**src/rtl/cluster_periph_rr_arbiter.sv**
```systemverilog
// Round-robin arbiter sharing one peripheral slave port among NB_MASTERS requesters.
// Responses are routed back in order through a small FIFO of granted master indices.
module cluster_periph_rr_arbiter #(
   parameter int unsigned NB_MASTERS      = 4,
   parameter int unsigned PER_ID_WIDTH    = 5,
   parameter int unsigned MAX_OUTSTANDING = 2
) (
   input  logic                                     clk_i,
   input  logic                                     rst_ni,

   input  logic [NB_MASTERS-1:0]                    req_i,
   input  logic [NB_MASTERS-1:0][31:0]              add_i,
   input  logic [NB_MASTERS-1:0]                    wen_i,
   input  logic [NB_MASTERS-1:0][31:0]              wdata_i,
   input  logic [NB_MASTERS-1:0][3:0]               be_i,
   input  logic [NB_MASTERS-1:0][PER_ID_WIDTH-1:0]  id_i,
   output logic [NB_MASTERS-1:0]                    gnt_o,
   output logic [NB_MASTERS-1:0]                    r_valid_o,
   output logic [31:0]                              r_rdata_o,
   output logic                                     r_opc_o,
   output logic [PER_ID_WIDTH-1:0]                  r_id_o,

   output logic                                     slv_req_o,
   output logic [31:0]                              slv_add_o,
   output logic                                     slv_wen_o,
   output logic [31:0]                              slv_wdata_o,
   output logic [3:0]                               slv_be_o,
   output logic [PER_ID_WIDTH-1:0]                  slv_id_o,
   input  logic                                     slv_gnt_i,
   input  logic                                     slv_r_valid_i,
   input  logic [31:0]                              slv_r_rdata_i,
   input  logic                                     slv_r_opc_i,
   input  logic [PER_ID_WIDTH-1:0]                  slv_r_id_i,

   output logic                                     err_o
);

   localparam int unsigned IDX_W = (NB_MASTERS > 1) ? $clog2(NB_MASTERS) : 1;
   localparam int unsigned PTR_W = (MAX_OUTSTANDING > 1) ? $clog2(MAX_OUTSTANDING) : 1;
   localparam int unsigned CNT_W = $clog2(MAX_OUTSTANDING + 1);

   logic [IDX_W-1:0] rr_q;
   logic [IDX_W-1:0] winner;
   logic             any_req;

   logic [IDX_W-1:0] fifo_mem [MAX_OUTSTANDING];
   logic [PTR_W-1:0] wr_ptr_q;
   logic [PTR_W-1:0] rd_ptr_q;
   logic [CNT_W-1:0] cnt_q;
   logic [IDX_W-1:0] head_idx;

   logic fifo_full;
   logic fifo_empty;
   logic fifo_full_eff;
   logic push;
   logic pop;
   logic accept;
   logic err_q;

   // Rotating priority search starting at rr_q.
   always_comb begin
      logic        found;
      logic [31:0] cand;
      winner = '0;
      found  = 1'b0;
      cand   = '0;
      for (int k = 0; k < int'(NB_MASTERS); k++) begin
         cand = (32'(rr_q) + 32'(k)) % 32'(NB_MASTERS);
         if (!found && req_i[cand[IDX_W-1:0]]) begin
            winner = cand[IDX_W-1:0];
            found  = 1'b1;
         end
      end
   end

   assign any_req       = |req_i;
   assign fifo_full     = (cnt_q == CNT_W'(MAX_OUTSTANDING));
   assign fifo_empty    = (cnt_q == '0);
   assign pop           = slv_r_valid_i & ~fifo_empty;
   // A response popping this cycle frees a slot for a request in the same cycle.
   assign fifo_full_eff = fifo_full & ~pop;
   assign slv_req_o     = any_req & ~fifo_full_eff;
   assign accept        = slv_req_o & slv_gnt_i;
   assign push          = accept;
   assign head_idx      = fifo_mem[rd_ptr_q];

   assign slv_add_o   = any_req ? add_i[winner]   : '0;
   assign slv_wen_o   = any_req ? wen_i[winner]   : 1'b0;
   assign slv_wdata_o = any_req ? wdata_i[winner] : '0;
   assign slv_be_o    = any_req ? be_i[winner]    : '0;
   assign slv_id_o    = any_req ? id_i[winner]    : '0;

   assign r_rdata_o = pop ? slv_r_rdata_i : '0;
   assign r_opc_o   = pop ? slv_r_opc_i   : 1'b0;
   assign r_id_o    = pop ? slv_r_id_i    : '0;
   assign err_o     = err_q;

   for (genvar gi = 0; gi < NB_MASTERS; gi++) begin : g_port
      assign gnt_o[gi]     = accept & (winner == IDX_W'(gi));
      assign r_valid_o[gi] = pop & (head_idx == IDX_W'(gi));
   end

   function automatic logic [PTR_W-1:0] ptr_inc(input logic [PTR_W-1:0] p);
      if (MAX_OUTSTANDING == 1) begin
         return '0;
      end
      return p + PTR_W'(1);
   endfunction

   function automatic logic [IDX_W-1:0] idx_inc(input logic [IDX_W-1:0] i);
      if (i == IDX_W'(NB_MASTERS - 1)) begin
         return '0;
      end
      return i + IDX_W'(1);
   endfunction

   always_ff @(posedge clk_i) begin
      if (push) begin
         fifo_mem[wr_ptr_q] <= winner;
      end
   end

   always_ff @(posedge clk_i or negedge rst_ni) begin
      if (!rst_ni) begin
         rr_q     <= '0;
         wr_ptr_q <= '0;
         rd_ptr_q <= '0;
         cnt_q    <= '0;
         err_q    <= 1'b0;
      end else begin
         if (accept) begin
            rr_q <= idx_inc(winner);
         end
         if (push) begin
            wr_ptr_q <= ptr_inc(wr_ptr_q);
         end
         if (pop) begin
            rd_ptr_q <= ptr_inc(rd_ptr_q);
         end
         case ({push, pop})
            2'b10:   cnt_q <= cnt_q + CNT_W'(1);
            2'b01:   cnt_q <= cnt_q - CNT_W'(1);
            default: cnt_q <= cnt_q;
         endcase
         // Orphan response: nothing outstanding to route it to.
         if (slv_r_valid_i && fifo_empty) begin
            err_q <= 1'b1;
         end
      end
   end

endmodule
```
**config.mk**
```make
export PLATFORM = sky130hd
export DESIGN_NAME = cluster_periph_rr_arbiter
export DESIGN_NICKNAME = d
export VERILOG_FILES = /design/src/rtl/cluster_periph_rr_arbiter.sv
export SDC_FILE = /design/constraint.sdc
export NUM_CORES = 1
export LEC_CHECK = 0
export ABC_AREA = 1
export CAP_MARGIN = 40
export CORE_AREA = 2 2 179 181
export CTS_BUF_LIST = sky130_fd_sc_hd__clkbuf_8
export CTS_CLUSTER_SIZE = 24
export DETAILED_ROUTE_END_ITERATION = 12
export DIE_AREA = 0 0 181 183
export PLACE_DENSITY = 0.57
export SLEW_MARGIN = 20
export SYNTH_ARGS = -nofsm -noshare
export SYNTH_HDL_FRONTEND = slang
export SYNTH_SLANG_ARGS = --single-unit
```
**constraint.sdc**
```tcl
create_clock -name clk_i -period 4.5 [get_ports clk_i]
set_input_delay 0.9 -clock clk_i [delete_from_list [all_inputs] [get_ports clk_i]]
set_output_delay 0.9 -clock clk_i [all_outputs]
set_load 0.02 [all_outputs]
```
Word-level counts from Yosys, hierarchy flattened
Memory sizes are Yosys's and may differ from the RTL's.
Cells that the tools add are included.
{ "word_totals": {"regBits": 7, "latch_bits": 0, "ram_bits": 4, "romBits": 0, "in_bits": 342, "word_cells": 95, "n_memories": 1} }
{ "classes": {"addsub": 8, "n_mul": 0, "div_mod_pow": 0, "n_lt_le_gt_ge": 5, "eq_ne": 9, "n_shift": 0, "muxes": 40, "bitwise_logic": 15, "n_reduce_logical": 12} }
{ "memory_table": {"columns": ["name", "depth", "word_bits", "rd", "rd_clocked_by_memory_dff", "write_ports", "line_no", "text"], "rows": [
  ["fifo_mem", 2, 2, 1, 0, 1, "46", "logic [IDX_W-1:0] fifo_mem [MAX_OUTSTANDING];"]
]} }
{ "ops": {"columns": ["op", "n"], "rows": [
  ["$mux 32", 5],
  ["$bmux 32 s2", 2],
  ["$lt 2x3->1 const B", 5],
  ["$mux 5", 3],
  ["$mux 1", 14],
  ["$and 1x1->1", 12],
  ["$eq 2x2->1 const B", 6],
  ["$mux 2", 6],
  ["$bmux 1 s2", 5],
  ["$bmux 5 s2", 1],
  ["$bmux 4 s2", 1],
  ["$mux 4", 2],
  ["$add 2x1->2 const B", 3],
  ["$eq 2x1->1 const B", 3],
  ["$logic_not 2->1", 3],
  ["$add 2x2->2 const B", 2],
  ["$logic_and 1x1->1", 4],
  ["$pmux 2 s2", 1],
  ["$reduce_or 4->1", 1],
  ["$logic_not 1->1", 3],
  ["$not 1->1", 3],
  ["$add 1x1->1 const B", 2],
  ["$reduce_bool 2->1", 1],
  ["$sub 2x1->2 const B", 1]
]} }

Logic depth before layout (Yosys ltp)
{ "logic_depth": {"word_depth": 16, "mapped_depth": 16, "mapped_depth_nobuf": 14} }

Worst setup path after synthesis
OpenSTA, ideal clock, no wires.
{ "synth_path": {"path_kind": "input to output", "startpoint": "input req_i[3]", "endpoint": "output gnt_o[3]", "t_arrival_ps": 2523, "t_required_ps": 3600, "path_slack_ps": 1077, "stages": 14, "n_path_buf": 2, "cell_sequence": "inv_1 -> nand2_1 -> nand3_1 -> nand2_1 -> nor2_4 -> nand3_1 -> nand3_1 -> nand2_1 -> buf_2 -> buf_2 -> inv_1 -> ha_1 -> inv_1 -> nor2_1"} }
{ "synth_between": {"elab_chain_cells": 14} }
{ "synth_lines": {"columns": ["element", "line_no", "text"], "rows": [
  ["start, declared", "11", "input logic [NB_MASTERS-1:0] req_i,"],
  ["$bmux 1 s2", "69", "if (!found && req_i[cand[IDX_W-1:0]]) begin"],
  ["$mux 1 (not written as such)", "69", null],
  ["$mux 1", "69", null],
  ["$logic_not 1->1", "69", null],
  ["$logic_and 1x1->1", "69", null],
  ["$mux 1", "69", null],
  ["$logic_not 1->1", "69", null],
  ["$logic_and 1x1->1", "69", null],
  ["$mux 1", "69", null],
  ["$logic_not 1->1", "69", null],
  ["$logic_and 1x1->1", "69", null],
  ["$mux 2 *", "69", null],
  ["via winner[1]", "43", "logic [IDX_W-1:0] winner;"],
  ["$eq 2x2->1 *", "99", "assign gnt_o[gi] = accept & (winner == IDX_W'(gi));"],
  ["$and 1x1->1 *", "99", null],
  ["end, declared", "17", "output logic [NB_MASTERS-1:0] gnt_o,"]
]} }
Mark *: on every way through the listed nets, which the timed path passes. The rest lies on a longest branch. The select of a mux whose other input is x is not followed.

Worst setup path in the final report
{ "layout_path": {"startpoint": "input req_i[3]", "endpoint": "output slv_wdata_o[26]"} }
{ "layout_between": {"elab_chain_cells": 15} }
{ "layout_lines": {"columns": ["element", "line_no", "text"], "rows": [
  ["$bmux 1 s2", "69", null],
  ["$mux 1 (not written as such)", "69", null],
  ["$mux 1", "69", null],
  ["$logic_not 1->1", "69", null],
  ["$logic_and 1x1->1", "69", null],
  ["$mux 1", "69", null],
  ["$logic_not 1->1", "69", null],
  ["$logic_and 1x1->1", "69", null],
  ["$mux 1", "69", null],
  ["$logic_not 1->1", "69", null],
  ["$logic_and 1x1->1", "69", null],
  ["$mux 2", "69", null],
  ["$bmux 32 s2", "89", "assign slv_wdata_o = any_req ? wdata_i[winner] : '0;"],
  ["$mux 32 (not written as such)", "89", null],
  ["$mux 32 *", "89", null],
  ["end, declared", "26", "output logic [31:0] slv_wdata_o,"]
]} }
Mark *: on every way between the ends. The rest lies on a longest branch, timed or not. The select of a mux whose other input is x is not followed.

==> flow_summary.json <==
{
  "status": "complete, no violations",
  "start_kind": "input port",
  "grt_max_degree": 59,
  "fin_nets": 1712,
  "worst_hold_slack_ns": 0.457,
  "end_kind": "output pin",
  "hold_start": "err_o",
  "hold_end": "err_o",
  "ys_top_cells_by_count": "nand2_1, nand3_1, nor2_1",
  "dpl.hpwl_um": 20900,
  "yosysTopAreaCell": "nand2_1",
  "drc_errors": 0,
  "vias_per_cell": 4.14,
  "first_global_vias": 6894,
  "chipWidth_um": 181,
  "fin_area_mm2": 0.00985,
  "drive_gt1_share_pct": 4.18,
  "antenna_cells": 0,
  "hold_buffers": 0,
  "wire_per_inst_um": 14.7,
  "use_met1_pct": 16.5,
  "path_class": "in2out",
  "gp_congestion": 0.909,
  "cts-root-buf": "clkbuf_8",
  "yosys-top-cells-area": "nand2_1, nand3_1, nor2_1",
  "ir_drop_uv": 502,
  "clock_skew_ns": 0.000302,
  "start_util_pct": 13.8,
  "clock_sinks": 11,
  "synth-seq-cells": 11,
  "worst-path-max-fanout": 58,
  "tightest_slew_ns": 0.389,
  "ys_seq_area_share_pct": 6.86,
  "slew_headroom_pct": 74.1,
  "yosys_most_used_dff": "dfrtp_1",
  "layout-area-overhead-vs-synth_pct": 129,
  "tns_ns": 0,
  "hold_depth": 1,
  "cts.clk_slew.worst_paths_ns": 0.05,
  "fill_cells": 3443,
  "ys_warn_count": 0,
  "hold_path_class": "reg2reg",
  "placed_area_mm2": 0.00957,
  "synth_area_mm2": 0.00430,
  "r2r_cells": 13,
  "avgSynthCellArea_um2": 4.61,
  "synth-edff-count": 4,
  "synth.net_count": 1280,
  "core_mm2": 0.0312,
  "rr_startpoint": "rr_q[0]",
  "synth_most_common_cell": "nand2_1",
  "portBuffers": 463,
  "drtAntennaViolNets": 0,
  "grt_usage_pct": 14.1,
  "firstDrtPassIters": 5,
  "grt_remaining_overflow": 0,
  "antenna_found_initial": 2,
  "grt.met3_usage_pct": 2.78,
  "wirelength_um": 25900,
  "synthArstFlopShare_pct": 63.6,
  "fin_crit_sh_pct": 98.1,
  "postCtsSetupBuffers": 0,
  "grt_pass1_wl_um": 37700,
  "rrSetupSlack_ns": 1.99,
  "ioPinCount": 464,
  "grt_busiest_layer": "met2",
  "synth_cell_types": 27,
  "dieArea_mm2": 0.0331,
  "leakage_uw": 0.00534,
  "slew_violations": 0,
  "setup_viol": 0,
  "drt_iter0_drc": 380,
  "period_needed_ns": 4.41,
  "fin_util_pct": 31.5,
  "syn_inst": 933,
  "hold_viol_final": 0,
  "grtUsageMet2_pct": 25.8,
  "clock_path_buffers": 2,
  "worst-endpoint-required_ns": 3.60,
  "yosysTopAreaCellShare_pct": 28.5,
  "h-tree-depth": 1,
  "fin_ws_ns": 0.0853,
  "cts_buffers": 3,
  "cts_tree": "built",
  "cp_data_arrival_time_ns": 3.51,
  "clkLatencyLatePin_ns": 0.24,
  "max_freq_mhz": 227,
  "fp-row-count": 65,
  "rsz0062_at_grt": "yes",
  "die-height_um": 183,
  "pre_cts_ws_ns": 0.0691,
  "p_per_area_mw_per_mm2": 1030,
  "rr_endpoint": "rr_q[1]",
  "drv_cap": 0,
  "vias": 7314
}
sequential cells by signal (all words and copies together), names as in the netlist:
register and count:
rr_q 2, err_o 1, fifo_mem 4, wr_ptr_q 1
rd_ptr_q 1, cnt_q 2
placed cells by master, fill, tap and decap left out, drive strengths merged, types with 3 or more instances in the layout:
master / count
buf: 42
clkbuf: 4
clkdlybuf4s50: 387
dfrtp: 7
dlymetal6s2s: 75
edfxtp: 4
ha: 5
inv: 58
nand2: 331
nand3: 227
nand4: 3
nor2: 199
nor3: 4
o21ai: 8
power breakdown:
group	internal, µW	leakage, µW	total (µW)	switching, µW
logic	4150	0.00519	9880	5730
registers	166	0.000116	208	42.0
clock network	59.7	0.0000269	94.8	35.2
total	4380	0.00534	10200	5810
worst max-delay path: stages:
cell and delay [ns]:
clkdlybuf4s50_1 0.42, inv_1 0.10, nand2_1 0.07, nand3_1 0.12, nand2_1 0.11, nor2_4 0.18
nand2_1 0.11, nand2_4 0.16, buf_16 0.24, nand3_1 0.17, nand3_1 0.12, nand2_1 0.05
nor2_1 0.08, clkdlybuf4s50_1 0.62
per-layer routing:
layer	share of wire, %	wire [µm]
met1	40	10400
met2	50	12900
met3	6.7	1740
met4	3.2	840
met5	0.089	23
final cells by class:
cell class / count / area, µm² / share of cell area, %
Timing Repair Buffer: 505 / 5390 / 54.8
Multi-Input combinational cell: 786 / 3390 / 34.5
Tap cell: 402 / 503 / 5.11
Sequential cell: 11 / 295 / 3.00
Inverter: 58 / 218 / 2.21
Clock buffer: 3 / 41.3 / 0.419
Clock inverter: 1 / 3.75 / 0.0381
stage by stage:
stage          cells  total power (µW)
2_1_floorplan    933              6030
3_3_place_gp    1761             10200
6_report        1766             10200
3_5_place_dp    1761             10200
4_1_cts         1765             10400
5_1_grt         1766             11100
worst max-delay path by stage:
stage              from              end  slack, ns  cells past startpoint
3_3_place_gp   req_i[2]     slv_add_o[1]      0.008                     17
5_1_grt        req_i[3]        slv_wen_o      -0.12                     14
3_5_place_dp   req_i[2]     slv_add_o[1]       0.07                     17
2_1_floorplan  req_i[3]         gnt_o[3]       1.08                     14
6_report       req_i[3]  slv_wdata_o[26]       0.09                     14
4_1_cts        req_i[2]     slv_add_o[1]       0.04                     17
timing repair:
item                                    CTS  global route
gates resized for setup                   0            78
endpoints found under the setup margin    0            77
endpoints found under the hold margin     0             0
kinds of logic after synthesis:
group | share of synthesized area [%]
flip-flops | 6.86
buffers and inverters | 14.9
AND/OR/NAND/NOR | 74.6
adder cells (fa/ha/maj) | 1.45
AO/OA/AOI/OAI | 1.34
XOR/XNOR | 0.814
Note: power is estimated with default switching activity, not from simulation.
